`src/rtl/mc_ctrl_fsm_hs_pkg.sv`:
```
// Shared definitions for the handshaked multicycle control FSM.
//   state_t  : state encoding (also exported on state_o for debug)
//   SRC*/RES*: datapath mux-select constants
//   ctrl_t   : 13-bit control bundle, field order
//              {NextPC, Branch, MemW, RegW, IRWrite, AdrSrc,
//               ResultSrc[1:0], ALUSrcA[1:0], ALUSrcB[1:0], ALUOp}
package mc_ctrl_fsm_hs_pkg;

    typedef enum logic [3:0] {
        S_FETCH    = 4'd0,
        S_DECODE   = 4'd1,
        S_MEMADR   = 4'd2,
        S_MEMRD    = 4'd3,
        S_MEMWB    = 4'd4,
        S_MEMWR    = 4'd5,
        S_EXECUTER = 4'd6,
        S_EXECUTEI = 4'd7,
        S_ALUWB    = 4'd8,
        S_BRANCH   = 4'd9,
        S_FAULT    = 4'd10
    } state_t;

    localparam logic [1:0] SRCA_RN    = 2'b00;
    localparam logic [1:0] SRCA_PC    = 2'b01;
    localparam logic [1:0] SRCB_RM    = 2'b00;
    localparam logic [1:0] SRCB_IMM   = 2'b01;
    localparam logic [1:0] SRCB_4     = 2'b10;
    localparam logic [1:0] RES_ALUOUT = 2'b00;
    localparam logic [1:0] RES_DATA   = 2'b01;
    localparam logic [1:0] RES_ALURES = 2'b10;

    typedef struct packed {
        logic       NextPC;
        logic       Branch;
        logic       MemW;
        logic       RegW;
        logic       IRWrite;
        logic       AdrSrc;
        logic [1:0] ResultSrc;
        logic [1:0] ALUSrcA;
        logic [1:0] ALUSrcB;
        logic       ALUOp;
    } ctrl_t;

    // States that hold a memory access open and may stall on mem_ready.
    function automatic logic is_wait_state(input state_t s);
        return (s == S_FETCH) || (s == S_MEMRD) || (s == S_MEMWR);
    endfunction

endpackage

```
`src/rtl/mc_ctrl_fsm_hs_wait_timer.sv`:
```
// Saturating wait-state counter with timeout compare.
//   clk, rst   : clock, async active-high reset
//   i_active   : FSM is in a wait-capable state
//   i_ready    : memory completes the access this cycle
//   o_expired  : counter has reached TIMEOUT (never set when TIMEOUT=0)
// The counter clears whenever it is not counting, which covers every state
// change: the FSM only stays put in a wait state while ready is low and the
// timeout has not expired.
module mc_wait_timer #(
    parameter int TIMEOUT = 15,
    parameter int CNT_W   = 4
) (
    input  logic clk,
    input  logic rst,
    input  logic i_active,
    input  logic i_ready,
    output logic o_expired
);
    localparam logic [CNT_W-1:0] LIM     = CNT_W'(TIMEOUT);
    localparam logic [CNT_W-1:0] CNT_MAX = '1;

    logic [CNT_W-1:0] r_cnt;
    logic             w_count;

    assign o_expired = (TIMEOUT != 0) && (r_cnt == LIM);
    // An expired, not-ready cycle is the last one before FAULT, so it clears.
    assign w_count   = i_active && !i_ready && !o_expired;

    always_ff @(posedge clk or posedge rst) begin
        if (rst)
            r_cnt <= '0;
        else if (w_count)
            r_cnt <= (r_cnt == CNT_MAX) ? r_cnt : r_cnt + 1'b1;
        else
            r_cnt <= '0;
    end
endmodule

```
`src/rtl/mc_ctrl_fsm_hs.sv`:
```
// Multicycle main control FSM with memory request/ready handshake,
// wait-state timeout into a sticky FAULT state, and write-back suppression
// for flag-only ALU ops (TST/TEQ/CMP/CMN).
//   clk, reset      : clock, async active-high reset (to FETCH)
//   Op, Funct       : instruction fields (Funct[5]=I, [4:1]=cmd, [0]=S/L)
//   mem_ready       : memory completes the current access this cycle
//   MemReq..ALUOp   : datapath mux selects and enables (combinational)
//   fault           : high while in FAULT
//   state_o         : current state, debug
// TIMEOUT=0 disables the timeout; 2**CNT_W must exceed TIMEOUT.
module mc_ctrl_fsm_hs
    import mc_ctrl_fsm_hs_pkg::*;
#(
    parameter int TIMEOUT = 15,
    parameter int CNT_W   = 4
) (
    input  logic       clk,
    input  logic       reset,
    input  logic [1:0] Op,
    input  logic [5:0] Funct,
    input  logic       mem_ready,
    output logic       MemReq,
    output logic       IRWrite,
    output logic       AdrSrc,
    output logic [1:0] ALUSrcA,
    output logic [1:0] ALUSrcB,
    output logic [1:0] ResultSrc,
    output logic       NextPC,
    output logic       RegW,
    output logic       MemW,
    output logic       Branch,
    output logic       ALUOp,
    output logic       fault,
    output logic [3:0] state_o
);
    state_t r_state;
    state_t w_next;
    ctrl_t  w_ctrl;
    logic   w_memreq;
    logic   w_expired;
    logic   w_unused_funct;

    // cmd bits [2:1] do not affect sequencing.
    assign w_unused_funct = ^Funct[2:1];

    mc_wait_timer #(
        .TIMEOUT (TIMEOUT),
        .CNT_W   (CNT_W)
    ) u_wait_timer (
        .clk       (clk),
        .rst       (reset),
        .i_active  (is_wait_state(r_state)),
        .i_ready   (mem_ready),
        .o_expired (w_expired)
    );

    always_ff @(posedge clk or posedge reset) begin
        if (reset)
            r_state <= S_FETCH;
        else
            r_state <= w_next;
    end

    // Next state. Completion wins over timeout in the same cycle.
    always_comb begin
        w_next = r_state;
        unique case (r_state)
            S_FETCH: begin
                if (mem_ready)      w_next = S_DECODE;
                else if (w_expired) w_next = S_FAULT;
            end
            S_DECODE: begin
                unique case (Op)
                    2'b00:   w_next = Funct[5] ? S_EXECUTEI : S_EXECUTER;
                    2'b01:   w_next = S_MEMADR;
                    2'b10:   w_next = S_BRANCH;
                    default: w_next = S_FETCH;   // undefined: treated as no-op
                endcase
            end
            S_EXECUTER, S_EXECUTEI: w_next = S_ALUWB;
            S_MEMADR: w_next = Funct[0] ? S_MEMRD : S_MEMWR;
            S_MEMRD: begin
                if (mem_ready)      w_next = S_MEMWB;
                else if (w_expired) w_next = S_FAULT;
            end
            S_MEMWR: begin
                if (mem_ready)      w_next = S_FETCH;
                else if (w_expired) w_next = S_FAULT;
            end
            S_MEMWB, S_ALUWB, S_BRANCH: w_next = S_FETCH;
            S_FAULT: w_next = S_FAULT;
            default: w_next = S_FETCH;
        endcase
    end

    // Outputs. Enables tied to mem_ready fire only on the completing cycle.
    always_comb begin
        w_ctrl   = '0;
        w_memreq = 1'b0;
        unique case (r_state)
            S_FETCH: begin
                w_memreq         = 1'b1;
                w_ctrl.ALUSrcA   = SRCA_PC;
                w_ctrl.ALUSrcB   = SRCB_4;
                w_ctrl.ResultSrc = RES_ALURES;
                w_ctrl.IRWrite   = mem_ready;
                w_ctrl.NextPC    = mem_ready;
            end
            S_DECODE: begin
                w_ctrl.ALUSrcA   = SRCA_PC;
                w_ctrl.ALUSrcB   = SRCB_4;
                w_ctrl.ResultSrc = RES_ALURES;
            end
            S_EXECUTER: begin
                w_ctrl.ALUSrcA = SRCA_RN;
                w_ctrl.ALUSrcB = SRCB_RM;
                w_ctrl.ALUOp   = 1'b1;
            end
            S_EXECUTEI: begin
                w_ctrl.ALUSrcA = SRCA_RN;
                w_ctrl.ALUSrcB = SRCB_IMM;
                w_ctrl.ALUOp   = 1'b1;
            end
            S_ALUWB: begin
                w_ctrl.ResultSrc = RES_ALUOUT;
                // cmd 10xx = TST/TEQ/CMP/CMN: flags only, no write-back
                w_ctrl.RegW      = (Funct[4:3] != 2'b10);
            end
            S_MEMADR: begin
                w_ctrl.ALUSrcA = SRCA_RN;
                w_ctrl.ALUSrcB = SRCB_IMM;
            end
            S_MEMRD: begin
                w_memreq      = 1'b1;
                w_ctrl.AdrSrc = 1'b1;
            end
            S_MEMWB: begin
                w_ctrl.ResultSrc = RES_DATA;
                w_ctrl.RegW      = 1'b1;
            end
            S_MEMWR: begin
                w_memreq      = 1'b1;
                w_ctrl.AdrSrc = 1'b1;
                w_ctrl.MemW   = mem_ready;
            end
            S_BRANCH: begin
                w_ctrl.ALUSrcA   = SRCA_RN;
                w_ctrl.ALUSrcB   = SRCB_IMM;
                w_ctrl.ResultSrc = RES_ALURES;
                w_ctrl.Branch    = 1'b1;
            end
            default: ;   // FAULT and unused encodings: everything off
        endcase
    end

    assign MemReq    = w_memreq;
    assign IRWrite   = w_ctrl.IRWrite;
    assign AdrSrc    = w_ctrl.AdrSrc;
    assign ALUSrcA   = w_ctrl.ALUSrcA;
    assign ALUSrcB   = w_ctrl.ALUSrcB;
    assign ResultSrc = w_ctrl.ResultSrc;
    assign NextPC    = w_ctrl.NextPC;
    assign RegW      = w_ctrl.RegW;
    assign MemW      = w_ctrl.MemW;
    assign Branch    = w_ctrl.Branch;
    assign ALUOp     = w_ctrl.ALUOp;
    assign fault     = (r_state == S_FAULT);
    assign state_o   = r_state;
endmodule

```
`config.mk`:
```
export PLATFORM = sky130hd
export DESIGN_NAME = mc_ctrl_fsm_hs
export DESIGN_NICKNAME = d
export VERILOG_FILES = /design/src/rtl/mc_ctrl_fsm_hs_pkg.sv /design/src/rtl/mc_ctrl_fsm_hs_wait_timer.sv /design/src/rtl/mc_ctrl_fsm_hs.sv
export SDC_FILE = /design/constraint.sdc
export NUM_CORES = 1
export LEC_CHECK = 0
export ABC_AREA = 1
export CAP_MARGIN = 20
export CELL_PAD_IN_SITES_DETAIL_PLACEMENT = 1
export CELL_PAD_IN_SITES_GLOBAL_PLACEMENT = 1
export CORE_MARGIN = 2
export CORE_UTILIZATION = 28
export CTS_CLUSTER_DIAMETER = 100
export DETAILED_ROUTE_END_ITERATION = 6
export PLACE_DENSITY_LB_ADDON = 0.1
export SLEW_MARGIN = 20
export SYNTH_ARGS = -nofsm -noshare
export SYNTH_HDL_FRONTEND = slang
export SYNTH_HIERARCHICAL = 1
export SYNTH_SLANG_ARGS = --single-unit
```
`constraint.sdc`:
```
create_clock -name clk -period 3.8 [get_ports clk]
set_input_delay 0.38 -clock clk [delete_from_list [all_inputs] [get_ports clk]]
set_output_delay 0.38 -clock clk [all_outputs]
set_load 0.01 [all_outputs]
```
==> impl_metrics.yaml, run 1 <==
outcome:
  status: "finished, final reports clean"
cts:
  clk_pin_slew_ns: 0.05
  root_buffer: "clkbuf_4"
  hold_buffers: 0
  cts_tree: "yes"
  clock_path_buffers: 2
  insertion_delay_ns: 0.25
  cts_sinks: 8
  cts_buffers: 3
  postCtsResizedCells: 0
  post_cts_buffers: 0
  cts_max_level: 1
synthesis:
  synth_common_cells: "nor2_1 (28), nand2_1 (24), inv_1 (20), dfrtp_1 (8), nand3_1 (7)"
  synth_edf_count: 0
  syn_nets: 121
  synth_flop_cell: "dfrtp_1"
  yosys.area.top_type_share_pct: 30.4
  synthCells: 109
  syn_avg_cell_area_um2: 6.04
  synth_top_area_cell: "dfrtp_1"
  synth.most_common_cell: "nor2_1"
  syn_area_um2: 658
  yosysUniqueCellTypes: 19
  synth_seq_cells: 8
  yosysSeqAreaShare_pct: 30.4
  synth-async-reset-ratio_pct: 100
  ys_warn_count: 6
  synth.area.top_cells: "dfrtp_1 (30%), nor2_1 (16%), nand2_1 (14%), inv_1 (11%), nand3_1 (5.3%)"
worst_setup_path:
  cp_max_fo: 5
  required_ns: 3.42
  startpoint_type: "flop"
  end_kind: "output port"
  crit_type: "flop to output port"
  arrival_ns: 1.91
global_routing:
  grt_pass1_vias: 723
  grtUsageMet3_pct: 5.14
  grt.busiest_layer: "met2"
  grt_use_met1_pct: 21.2
  grt_util_met2_pct: 23.8
  antenna_found_initial: 0
  grt_usage_pct: 15.9
  overflow: 0
  grt_pass1_wl_um: 3160
  grt_max_degree: 12
floorplan:
  rows: 17
  coreArea_um2: 2210
  dieArea_um2: 2750
  dieWidth_um: 52.5
  io_pins: 30
  die_h_um: 52.5
  start_util_pct: 29.8
detailed_routing:
  drc: 0
  wl_per_cell_um: 11.9
  drt-initial-drc-count: 5
  vias: 729
  ant_nets: 0
  via_per_inst: 4.50
  wl_um: 1930
  first_pass_iters: 3
cells_and_area:
  fin_util_pct: 42.6
  syn_to_final_growth_pct: 43.2
  n_fill_cell: 321
  nets: 148
  drive_above_1_share_pct: 6.72
  n_antenna_cell: 0
sta:
  hold_viol: 0
  drv_slew: 0
  clock.fmax_mhz: 437
  layout_min_cycle_time_ns: 2.29
  finalSetupViolations: 0
  setup_tns_ns: 0
  fin_skew_ns: 0.00424
  rsz0062_at_grt: "no"
  fin_crit_sh_pct: 60.2
placed_design:
  gp_congestion: 0.810
  dp_hpwl_um: 1640
  numPortBuffers: 26
run:
  cap_viol_max_count: 0
hold_path:
  hp-class: "input port to asynchronous set/reset pin"
power:
  irDropWorstVdd_v: 0.000356
  p_leak_nw: 0.490
  pwr_density_cell_nw_per_um2: 711
-- kinds of logic after synthesis --
kind of cell | share of synthesized area (%)
flip-flops | 30.4
AO/OA/AOI/OAI | 7.04
buffers and inverters | 17.1
other | 0.570
adder cells (fa/ha/maj) | 1.90
AND/OR/NAND/NOR | 43.0
-- metrics by stage --
step                      power, mW  worst slack, ns  hold WS, ns  instance area, um2  cells
after floorplan               0.404             2.24        0.146                 658    109
after global placement        0.612             1.65        0.476                 920    159
after detailed placement      0.614             1.62        0.492                 920    159
after CTS                     0.683             1.48        0.340                 942    162
after global routing          0.739             1.37        0.337                 942    162
final                         0.669             1.51        0.342                 942    162
-- cells in the final DEF, fill, tap and decap left out --
master,instances
nor2_1,28
clkdlybuf4s50_1,26
nand2_1,24
inv_1,20
dfrtp_1,8
nand3_1,7
o21ai_0,4
clkbuf_4,3
nand2_2,2
a21oi_1,2
nand4_1,2
inv_2,1
nor2_4,1
nand2_4,1
nor3_1,1
o211ai_1,1
conb_1,1
o21ai_2,1
ha_1,1
-- flip-flops by register name (all words and copies together) (netlist names) --
| register | cells |
|---|---|
| state_o | 4 |
| u_wait_timer/r_cnt | 4 |
-- worst paths after layout --
path | start | end | slack [ns] | depth (start not counted)
setup / recovery | state_o[3] | IRWrite | 1.51 | 4
hold / removal | reset | u_wait_timer/r_cnt[1] | 0.34 | 2
setup reg to reg | state_o[3] | u_wait_timer/r_cnt[3] | 2.30 | 7
hold reg to reg | u_wait_timer/r_cnt[0] | u_wait_timer/r_cnt[0] | 0.49 | 1
max in group asynchronous | reset | u_wait_timer/r_cnt[3] | 3.30 | 2
min in group clk | u_wait_timer/r_cnt[0] | u_wait_timer/r_cnt[0] | 0.49 | 1
-- cell type report --
cell class | instances | area, um2 | share of cell area (%)
Sequential cell | 8 | 200 | 21.2
Multi-Input combinational cell | 76 | 345 | 36.7
Timing Repair Buffer | 26 | 260 | 27.6
Clock buffer | 3 | 22.5 | 2.39
Tap cell | 28 | 35.0 | 3.72
Inverter | 21 | 78.8 | 8.37
-- where the power goes --
part	switching (mW)	total, mW	internal [mW]
Sequential	0.0446	0.156	0.111
Clock	0.0279	0.0640	0.0361
Combinational	0.232	0.450	0.218
Total	0.305	0.669	0.364
-- worst max-delay path, cell delays in order (launching register included) --
cell and delay, ns:
dfrtp_1 0.43, nor2_1 0.28, nand2_1 0.15, nor2_1 0.21
clkdlybuf4s50_1 0.58
-- per-layer routing --
layer,up-vias,wire length (um)
li1,377,-
met1,328,924
met2,22,902
met3,2,80
met4,0,21
met5,-,0
Power figures use the tool's default switching activity.
==> run 2, diff against run 1 <==
Settings changed: CORE_UTILIZATION 28 to 26.
Clock period 3.8 ns to 2.2 ns, I/O delays scaled along.
==> run 2 against run 1 <==
  * First-iteration DRC count rose by 40%
  * Flip-flop and latch count unchanged
  * Hold slack lost 0.16 ns
  * Global-route usage shrank 1.5 points
  * Non-clock buffer count is the same
  * Critical endpoint is now ALUSrcB[0]
==> impl_metrics.yaml, run 2 (same netlist as run 1, synthesis figures left out) <==
outcome:
  status: "finished, final reports clean"
power:
  switchingPower_mw: 0.533
  irDropWorstVdd_v: 0.000582
  power_frac_comb_pct: 67.4
  p_seq_share_pct: 23.3
  pwr-share-clk_pct: 9.3
  power_mw: 1.17
  pwr_density_cell_nw_per_um2: 1230
  switching_share_pct: 45.7
  p_int_mw: 0.634
  p_leak_nw: 0.490
detailed_routing:
  ant_nets: 0
  first_pass_iters: 4
  vias: 720
  via_per_inst: 4.39
  drt-initial-drc-count: 7
  drc: 0
  wl_per_cell_um: 11.3
  wl_um: 1860
cells_and_area:
  final_common_cell: "clkdlybuf4s50_1"
  nets: 148
  n_fill_cell: 328
  layout_common_cells: "clkdlybuf4s50_1 (26), nor2_1 (25), nand2_1 (24), inv_1 (20), dfrtp_1 (8)"
  n_antenna_cell: 0
  drive_above_1_share_pct: 8.96
  syn_to_final_growth_pct: 44.7
  final_area_um2: 952
  fin_util_pct: 39.1
placed_design:
  place_area_um2: 922
  dp_hpwl_um: 1610
  numPortBuffers: 26
  gp_congestion: 0.769
cts:
  cts_sinks: 8
  insertion_delay_ns: 0.25
  cts_buffers: 3
  post_cts_buffers: 0
  cts_tree: "yes"
  cts_max_level: 1
  clock_path_buffers: 2
  hold_buffers: 0
  root_buffer: "clkbuf_4"
  clk_pin_slew_ns: 0.05
global_routing:
  grt_pass1_vias: 686
  overflow: 0
  grt_pass1_wl_um: 3060
  antenna_found_initial: 0
  grt_max_degree: 12
  grt_usage_pct: 14.4
worst_setup_path:
  r2r-end: "state_o[3]"
  startpoint_type: "flop"
  r2r_setup_slack_ns: 0.64
  arrival_ns: 1.83
  crit_type: "flop to output port"
  required_ns: 1.98
  reg2reg_depth: 7
  cp_max_fo: 11
  timing.rr.start: "u_wait_timer/r_cnt[0]"
  end_kind: "output port"
sta:
  hold_ws_ns: 0.181
  clock.fmax_mhz: 487
  fin_skew_ns: 0.00203
  finalSetupViolations: 0
  rsz0062_at_grt: "no"
  drv_slew: 0
  hold_viol: 0
  fin_crit_sh_pct: 93.3
  setup_tns_ns: 0
  layout_min_cycle_time_ns: 2.05
floorplan:
  die_h_um: 54.3
  io_pins: 30
  dieArea_um2: 2950
  dieWidth_um: 54.3
  coreArea_um2: 2430
  start_util_pct: 27.1
  rows: 18
hold_path:
  hp-class: "input port to asynchronous set/reset pin"
run:
  cap_viol_max_count: 0
==> run 2: cell count changes in the layout (fill, tap and decap cells not counted) <==
cell    before  now
nor2_1      28   25
nor2_2       0    3
==> run 2: how the worst max path moves through the flow <==
stage | from | slack (ns) | to
after floorplan | state_o[1] | 0.80 | NextPC
after global placement | mem_ready | 0.32 | IRWrite
after detailed placement | mem_ready | 0.32 | IRWrite
after CTS | state_o[3] | 0.08 | IRWrite
after global routing | state_o[1] | 0.02 | ALUSrcB[0]
final | state_o[1] | 0.15 | ALUSrcB[0]
==> run 2: what timing repair did <==
action	CTS	global route
hold endpoints to repair	0	0
setup endpoints to repair	0	2
resized for setup	0	3
==> run 2: metal layers <==
layer	GRT usage (%)	part of all wire (%)	wire length [um]	vias up
met1	20.3	51	955	322
met3	3.55	4.5	83	2
met4	2.50	0.22	4	0
met5	0	0	0	-
met2	22.3	44	817	20
li1	-	-	-	376
==> run 2: layout make-up <==
type / count / area (um2) / area share [%]
sequential: 8 / 200 / 21.0
inverter: 21 / 78.8 / 8.28
clock buffer: 3 / 22.5 / 2.37
tap: 30 / 37.5 / 3.94
multi-input combinational: 76 / 353 / 37.1
timing repair buffer: 26 / 260 / 27.3
==> run 2: metrics by stage <==
step | instances | setup WS, ns
floorplan | 109 | 0.799
global placement | 161 | 0.321
detailed placement | 161 | 0.320
CTS | 164 | 0.0758
global route | 164 | 0.0175
finish | 164 | 0.147
==> run 2: power by group through the flow <==
stage | clock network, mW | registers [mW] | logic, mW
after floorplan | 0 | 0.252 | 0.446
after global placement | 0 | 0.268 | 0.783
after detailed placement | 0 | 0.270 | 0.790
after CTS | 0.111 | 0.268 | 0.794
after global routing | 0.120 | 0.282 | 0.882
final | 0.109 | 0.272 | 0.786
==> run 2: critical path, stage by stage (launching register included) <==
cell and delay (ns):
dfrtp_1 0.57, inv_1 0.10, nor2_1 0.15, nand2_1 0.11
o211ai_1 0.10, clkdlybuf4s50_1 0.55
